`config.mk`:
```
export PLATFORM = sky130hd
export DESIGN_NAME = ram_copy_engine
export DESIGN_NICKNAME = d
export VERILOG_FILES = /design/src/rtl/ram_copy_engine.sv
export SDC_FILE = /design/constraint.sdc
export NUM_CORES = 1
export LEC_CHECK = 0
export BUFFER_PORTS_ARGS = -buffer_cell sky130_fd_sc_hd__buf_2
export CORE_ASPECT_RATIO = 1.75
export CORE_MARGIN = 2
export CORE_UTILIZATION = 38
export DETAILED_ROUTE_END_ITERATION = 10
export SLEW_MARGIN = 10
export SYNTH_ARGS = -nofsm -noshare
export SYNTH_HDL_FRONTEND = slang
export SYNTH_SLANG_ARGS = --single-unit
```
`constraint.sdc`:
```
create_clock -name clk -period 2.52 [get_ports clk]
set_clock_uncertainty 0.2 [all_clocks]
set_input_delay 0.126 -clock clk [delete_from_list [all_inputs] [get_ports clk]]
set_output_delay 0.126 -clock clk [all_outputs]
set_load 0.02 [all_outputs]
```
`src/rtl/ram_copy_engine.sv`:
```
// rtl/ram_copy_engine.sv - copy/fill DMA initiator for a synchronous-read RAM
module ram_copy_engine #(
  parameter int AW = 3,
  parameter int DW = 8
) (
  input  logic          clk,
  input  logic          rst_n,
  input  logic          start,
  input  logic          mode,
  input  logic [AW-1:0] src,
  input  logic [AW-1:0] dst,
  input  logic [AW:0]   len,
  input  logic [DW-1:0] fill_val,
  output logic          busy,
  output logic          done,
  output logic          mem_we,
  output logic [AW-1:0] mem_waddr,
  output logic [AW-1:0] mem_raddr,
  output logic [DW-1:0] mem_wdata,
  input  logic [DW-1:0] mem_rdata
);

  typedef enum logic [2:0] {
    IDLE = 3'd0,
    RD   = 3'd1,
    WR   = 3'd2,
    FILL = 3'd3,
    FIN  = 3'd4
  } state_t;

  localparam logic [AW-1:0] PTR_ONE = AW'(1);
  localparam logic [AW:0]   REM_ONE = (AW+1)'(1);
  localparam logic [AW:0]   FULL    = (AW+1)'(1) << AW;

  state_t        state, state_nxt;
  logic [AW-1:0] rptr, wptr;
  logic [AW:0]   rem;
  logic          desc_q;
  logic [DW-1:0] fill_q;

  // Command decode: clamp the count, pick the copy direction, find the
  // descending start offsets. Only meaningful while idle with start high.
  logic [AW:0]   len_clamped;
  logic [AW-1:0] len_m1;
  logic [AW-1:0] gap;
  logic          go_desc;
  logic          last;

  assign len_clamped = (len > FULL) ? FULL : len;
  // For a full-RAM count the low bits are zero and wrap to depth-1.
  assign len_m1      = len_clamped[AW-1:0] - PTR_ONE;
  assign gap         = dst - src;
  // Destination lies inside the source window ahead of src: walk backwards
  // so source bytes are read before they are overwritten.
  assign go_desc     = !mode && (dst != src) && ({1'b0, gap} < len_clamped);
  assign last        = (rem == REM_ONE);

  // State register
  always_ff @(posedge clk or negedge rst_n) begin
    if (!rst_n) begin
      state <= IDLE;
    end else begin
      state <= state_nxt;
    end
  end

  // Next-state logic
  always_comb begin
    state_nxt = state;
    case (state)
      IDLE: begin
        if (start) begin
          if (len_clamped == '0) state_nxt = FIN;
          else if (mode)         state_nxt = FILL;
          else                   state_nxt = RD;
        end
      end
      RD:      state_nxt = WR;
      WR:      state_nxt = last ? FIN : RD;
      FILL:    state_nxt = last ? FIN : FILL;
      FIN:     state_nxt = IDLE;
      default: state_nxt = IDLE;
    endcase
  end

  // Operand latch and pointer/count datapath
  always_ff @(posedge clk or negedge rst_n) begin
    if (!rst_n) begin
      rptr   <= '0;
      wptr   <= '0;
      rem    <= '0;
      desc_q <= 1'b0;
      fill_q <= '0;
    end else begin
      case (state)
        IDLE: begin
          if (start) begin
            rem    <= len_clamped;
            desc_q <= go_desc;
            fill_q <= fill_val;
            rptr   <= go_desc ? (src + len_m1) : src;
            wptr   <= go_desc ? (dst + len_m1) : dst;
          end
        end
        WR: begin
          rptr <= desc_q ? (rptr - PTR_ONE) : (rptr + PTR_ONE);
          wptr <= desc_q ? (wptr - PTR_ONE) : (wptr + PTR_ONE);
          rem  <= rem - REM_ONE;
        end
        FILL: begin
          wptr <= wptr + PTR_ONE;
          rem  <= rem - REM_ONE;
        end
        default: begin
        end
      endcase
    end
  end

  // Outputs decoded from the registered state; write data in WR is the
  // RAM's registered read data passed straight through.
  always_comb begin
    busy      = 1'b0;
    done      = 1'b0;
    mem_we    = 1'b0;
    mem_waddr = wptr;
    mem_raddr = rptr;
    mem_wdata = '0;
    case (state)
      RD: begin
        busy = 1'b1;
      end
      WR: begin
        busy      = 1'b1;
        mem_we    = 1'b1;
        mem_wdata = mem_rdata;
      end
      FILL: begin
        busy      = 1'b1;
        mem_we    = 1'b1;
        mem_wdata = fill_q;
      end
      FIN: begin
        done = 1'b1;
      end
      default: begin
      end
    endcase
  end

endmodule

```
==> Word level (Yosys, flattened, before mapping) <==
Index checks and enable logic that the tools add are counted.
{ "word_totals": {"register_bits": 22, "input_bits": 30} }
{ "classes": {"n_lt_le_gt_ge": 2, "add_sub_neg": 9, "reduce_logical": 14, "n_eq_ne": 7, "muxes": 21} }
{ "ops": {"columns": ["op", "count"], "rows": [
  ["3-bit 2-to-1 mux", 10],
  ["8-bit case mux with 2 select lines", 1],
  ["3-bit case mux with 4 select lines", 1],
  ["3-bit case mux with 3 select lines", 1],
  ["3-bit by 1-bit subtractor with 3-bit output (second input constant)", 3],
  ["4-bit 2-to-1 mux", 2],
  ["4-bit case mux with 2 select lines", 1],
  ["2-bit AND reduction", 4],
  ["3-bit by 1-bit adder with 3-bit output (second input constant)", 2],
  ["3-bit adder", 2],
  ["3-bit by 2-bit equality test with 1-bit output (second input constant)", 2],
  ["3-bit case mux with 2 select lines", 1],
  ["4-bit by 1-bit equality test with 1-bit output (second input constant)", 1],
  ["4-bit > comparator (second input constant)", 1],
  ["4-bit logical NOT", 1],
  ["3-bit by 4-bit less-than comparator with 1-bit output", 1],
  ["2-bit nonzero test", 2],
  ["4-bit by 1-bit subtractor with 4-bit output (second input constant)", 1],
  ["3-bit by 1-bit equality test with 1-bit output (second input constant)", 1],
  ["3-bit equality test (second input constant)", 1],
  ["3-bit logical NOT", 1],
  ["1-bit 2-to-1 mux", 3],
  ["3-bit != test", 1],
  ["3-bit nonzero test", 1],
  ["7 further kinds", 8]
]} }

==> Logic depth before layout (Yosys ltp) <==
{ "logic_depth": {"depth_word": 7, "depth_mapped": 11, "mapped_depth_nobuf": 11} }

==> Least setup slack after synthesis <==
No wires, ideal clock.
{ "synth_timing": {"kind": "input to register", "startpoint": "input port dst[0]", "endpoint": "register rptr[1], in the netlist mem_raddr[1]", "path_slack_ns": 0.005, "arrival_ns": 2.189, "stages": 10, "t_required_ns": 2.194, "cell_sequence": "inv_1 -> ha_1 -> inv_1 -> fa_1 -> ha_1 -> a21bo_2 -> a211oi_1 -> nor2_4 -> mux2i_1 -> a221o_1"} }
{ "synth_via": {"elab_chain_cells": 6, "word_cells_on_any_way": 8, "cone_classes": "add/sub (1); order compare (1); eq/ne (1); mux (3); reduce/logical (2)"} }
{ "synth_rtl": {"columns": ["item", "line", "source"], "rows": [
  ["start: declaration", "11", "input logic [AW-1:0] dst,"],
  ["3-bit subtractor / 3-bit != test (equally long branches)", "52, 55", null],
  ["3-bit by 4-bit less-than comparator with 1-bit output / 1-bit logical AND (equally long branches)", "55", "assign go_desc = !mode && (dst != src) && ({1'b0, gap} < len_clamped);"],
  ["1-bit logical AND (*)", "55", null],
  ["3-bit 2-to-1 mux (*)", "101", "rptr <= go_desc ? (src + len_m1) : src;"],
  ["3-bit 2-to-1 mux (*)", "97", "if (start) begin"],
  ["3-bit case mux with 2 select lines (*)", "95", "case (state)"],
  ["end signal: assignment", "101", null],
  ["end signal: assignment", "106", "rptr <= desc_q ? (rptr - PTR_ONE) : (rptr + PTR_ONE);"],
  ["end: declaration", "36", "logic [AW-1:0] rptr, wptr;"]
]} }
Mark *: on every way between the ends. The rest lies on a longest branch, timed or not. The select of a mux whose other input is x is not followed.
A chain may end at the register's enable or synchronous reset.

==> Worst setup path in the final report <==
{ "layout_timing": {"startpoint": "input port src[2]", "endpoint": "register rptr[1], in the netlist mem_raddr[1]"} }
{ "layout_via": {"elab_chain_cells": 6, "word_cells_on_any_way": 8, "cone_classes": "add/sub (1); order compare (1); eq/ne (1); mux (3); reduce/logical (2)"} }
{ "layout_rtl": {"columns": ["item", "line", "source"], "rows": [
  ["start: declaration", "10", "input logic [AW-1:0] src,"],
  ["3-bit subtractor / 3-bit != test (equally long branches)", "52, 55", null],
  ["3-bit by 4-bit less-than comparator with 1-bit output / 1-bit logical AND (equally long branches)", "55", null],
  ["1-bit logical AND (*)", "55", null],
  ["3-bit 2-to-1 mux (*)", "101", null],
  ["3-bit 2-to-1 mux (*)", "97", null],
  ["3-bit case mux with 2 select lines (*)", "95", null]
]} }
Marked as above.

==> results.txt <==
The run finished with clean final reports. On the final layout, the worst hold slack is 0.0448 ns. The critical path goes through dlygate4sd3_1 -> buf_2 -> xnor2_2 -> xor2_1 -> ha_1 -> nor2_1 -> a211oi_1 -> buf_4 -> nor2_4 -> mux2i_1 -> a221o_1.

The tools report the capturing point of the worst reg2reg path as mem_raddr[2]$_DFFE_PN0P_. The vias per cell was 4.99; the average detailed-routed wire length per instance was 13.7 um. The clock passes through at most 2 buffers. In the final routing, the length of wire on met1 measures 1600 um. The delay of the slowest cell on the worst path came out at 0.54 ns. In this run the core area contains 31 standard-cell rows.

Number of buffers added for setup after CTS: 0. Counting cells, the worst reg-to-reg path comes to 6. The number of stages on the worst hold path is 3, and the post-route fraction of the period consumed by the critical path is 92.3%. The synthesized design spends more area on one cell type than any other, namely sky130_fd_sc_hd__dfrtp_1. Of all flip-flops after synthesis, the portion carrying an async set or reset was 100%. The tools report the area enclosed by the die boundary as 4850 sq um. STA classifies the critical path startpoint as a primary input. The via count of the first global-routing pass is 1407.

Summed over all nets, wire length on met2 after detailed routing comes to 2260 um. The leakage dissipation is 1.11 nW. The area growth from synthesis to layout was 32.4%. For the pin with the worst max-slew slack, the measured transition is 0.594 ns. For the share of synthesized area occupied by flip-flops and latches, the log shows 33.8%.

The core region area is 4110 sq um. Global routing consumed, over all layers together, 18.3% of the routing resources. The total wire length after detailed routing is 4080 um, and the power density over cell area is 1110 nW/um^2. Buffers inserted during clock tree synthesis total 3. The die is 53.5 um wide. The tools report the number of instances in the synthesized netlist as 185.

The cell family contributing the most delay on the critical path is buffers and inverters. The tools report the number of hold-slack violations in the final timing report as 0. Start point of the worst hold path: len[3]. Sorting the synthesized cells by how often they occur yields 35 x sky130_fd_sc_hd__nand2_1, 23 x sky130_fd_sc_hd__nor2_1, 22 x sky130_fd_sc_hd__dfrtp_1.

The logs give 1630 sq um for the summed instance area of the synthesized netlist and 0.193 ns for the final setup slack of the worst path. Global routing finished with a remaining overflow of 0. The synthesized design devotes to its leading area cell type 33.8% of total area. The clock reaches the later pin of the worst-skew pair after 0.26 ns.

The net count of the finished layout is 295. The number of input and output port buffers inserted was 46. Pin placement for this block handled 47 I/O pins. STA puts the critical path data required time at 2.47 ns. The worst-path cell with the longest stage delay was sky130_fd_sc_hd__dlygate4sd3_1.

The clock transition at the registers of the reported paths is 0.08 ns. The destination of the worst hold path was rem[3]$_DFFE_PN0P_. TritonCTS built the clock tree.

The signal arrival time at the worst endpoint is 2.28 ns, and the number of fill cells is 433. The run gives 60.3% as the worst slew margin relative to its limit. The min-delay analysis places its worst path in the category primary input to flop.

By area the synthesized netlist is led by sky130_fd_sc_hd__dfrtp_1 34%, sky130_fd_sc_hd__ha_1 8.4%, sky130_fd_sc_hd__nand2_1 8.1%, sky130_fd_sc_hd__mux2i_1 8.0%, sky130_fd_sc_hd__nor2_1 5.3%. In this run the vertical extent of the chip is 90.7 um. The count of different cell masters after synthesis is 34. The final route contains 1488 vias. The number of antenna violations at the first check in global routing is 0. Setup repair after global routing left no endpoint under its margin.

The logs give 0 for the count of inserted antenna diode cells and 0.73 ns for the worst-case register-to-register setup slack. Once detail routing completed, the nets flagged for antenna violations numbered 0. Along the worst path, the maximum fanout reaches 5.

The main flop type after synthesis was sky130_fd_sc_hd__dfrtp_1. The logs give 0 for the synthesis warning total and 4 for the first-pass detailed-route iteration total. Each instance of the synthesized netlist takes up on average 8.81 sq um. Once the floorplan was initialized, standard cells occupied 39.7% of the core.

Synthesis produced a netlist with a net count of 230. Detailed placement finished with a half-perimeter wire length of 3160 um. Entering global routing, the biggest net connects 23 pins. The maximum resistive drop on vdd is 0.408 mV. The congestion estimate from routability-driven global placement came to 0.835. Category of the most critical setup path: primary input to flop. The run gives 1 as the number of H-tree levels.

Setup violations remaining at the end of the flow were counted as 0. Counting both buffers and inverters, the worst setup path holds a total of 3. Summing all non-filler instances in the final layout gives an area of 2160 sq um.

Nature of the critical path endpoint: a flop. OpenSTA, run right after detailed placement, puts the worst setup slack at -0.0297 ns. The root buffer cell chosen for the clock tree is sky130_fd_sc_hd__clkbuf_8. The multi-input combinational cell area is 996 sq um, and the register area is 551 sq um. Cell area after placement: 1970 sq um. The number of remaining DRC errors was 0. In this run the top signal layer used is met4. Max-cap violations in this run came to 0. Timing would allow up to 0.430 GHz.

The register bit total from synthesis came out at 22. The fraction of layout instances using a drive strength above 1 was 26.5%. The synthesized design contains 0 enable-type register cells. The worst register-to-register path begins at mem_raddr[0]$_DFFE_PN0P_. The most common cell in the synthesized netlist is sky130_fd_sc_hd__nand2_1. The tools report the met3 routed wirelength as 144 um.

The shortest clock period the worst path allows after layout works out to 2.33 ns. The tools report the number of DRC markers after the initial detailed-route iteration as 23. The global-route wire length before repair was 6590 um. The run gives 0 as the final-report max-slew violation count. The clock drives 22 sinks.
kinds of logic after synthesis:
family                   share of synthesized area (%)
AO/OA/AOI/OAI                                     10.6
XOR/XNOR                                          7.06
adder cells (fa/ha/maj)                           13.4
buffers and inverters                             5.60
flip-flops                                        33.8
multiplexers                                      8.67
AND/OR/NAND/NOR                                   21.0
metrics by stage:
step                      power (W)  utilization, %  cells  TNS, ns
after floorplan             0.00167               -    185        0
after global placement      0.00205            47.9    283        0
after detailed placement    0.00208            47.9    283  -0.0297
after CTS                   0.00243            52.3    298        0
after global routing        0.00263            52.5    298        0
final                       0.00241            52.5    298        0
report_power, final:
part | leakage (nW) | switching [W] | internal, W | total, W
Clock | 0.0357 | 0.000122 | 0.000212 | 0.000335
Sequential | 0.271 | 0.000173 | 0.000529 | 0.000701
Combinational | 0.807 | 0.000783 | 0.000588 | 0.00137
Total | 1.11 | 0.00108 | 0.00133 | 0.00241
routing by layer:
| metal | global-route usage, % | vias to the layer above |
|---|---|---|
| met5 | 0 | - |
| li1 | - | 744 |
| met2 | 32.8 | 43 |
| met4 | 6.84 | 0 |
| met3 | 1.16 | 6 |
| met1 | 21.4 | 695 |
cells in the final DEF, fill, tap and decap left out, types with 2 or more instances in the layout:
cell type                       count
sky130_fd_sc_hd__a21oi_1            5
sky130_fd_sc_hd__a22oi_1            3
sky130_fd_sc_hd__a31oi_1            2
sky130_fd_sc_hd__buf_2             46
sky130_fd_sc_hd__buf_4             11
sky130_fd_sc_hd__clkbuf_8           3
sky130_fd_sc_hd__dfrtp_1           22
sky130_fd_sc_hd__dlygate4sd3_1     11
sky130_fd_sc_hd__fa_1               4
sky130_fd_sc_hd__ha_1              11
sky130_fd_sc_hd__inv_1             15
sky130_fd_sc_hd__mux2i_1           13
sky130_fd_sc_hd__nand2_1           35
sky130_fd_sc_hd__nand2b_1           3
sky130_fd_sc_hd__nor2_1            23
sky130_fd_sc_hd__nor2b_1            3
sky130_fd_sc_hd__nor3_1             5
sky130_fd_sc_hd__nor3b_1            2
sky130_fd_sc_hd__o21ai_0            5
sky130_fd_sc_hd__o221ai_1           4
sky130_fd_sc_hd__xnor2_1            6
sky130_fd_sc_hd__xnor3_1            2
registers in the layout (all words and copies together), names as in the netlist:
register,cells
desc_q,1
fill_q,8
mem_raddr,3
mem_waddr,3
rem,4
state,3
area by class of cell:
cell class,instances,area share (%)
repair buffers,68,19.6
flip-flops and latches,22,25.5
inverters,15,2.61
multi-input cells,140,46.1
clock buffers,3,1.91
well taps,49,2.84
clock inverters,1,1.39
what timing repair did:
| action | CTS | global route |
|---|---|---|
| endpoints found under the setup margin | 0 | 3 |
| hold buffers | 11 | 0 |
| gates resized for setup | 0 | 1 |
| endpoints found under the hold margin | 32 | 0 |
tightest hold or removal path, delay by kind of cell:
family	cells	cell delay [ns]
buffers and inverters	1	0.13
AO/OA/AOI/OAI	2	0.22
worst max-delay path by stage:
stage,from,endpoint,slack [ns],depth (start not counted)
global placement,src[0],mem_raddr[1]$_DFFE_PN0P_,0.02,11
global route,src[2],mem_raddr[1]$_DFFE_PN0P_,0.02,11
finish,src[2],mem_raddr[1]$_DFFE_PN0P_,0.19,11
floorplan,dst[0],mem_raddr[1]$_DFFE_PN0P_,0.005,10
CTS,src[2],mem_raddr[1]$_DFFE_PN0P_,0.16,11
detailed placement,src[0],mem_raddr[1]$_DFFE_PN0P_,-0.03,11
Note: power is estimated with default switching activity, not from simulation.
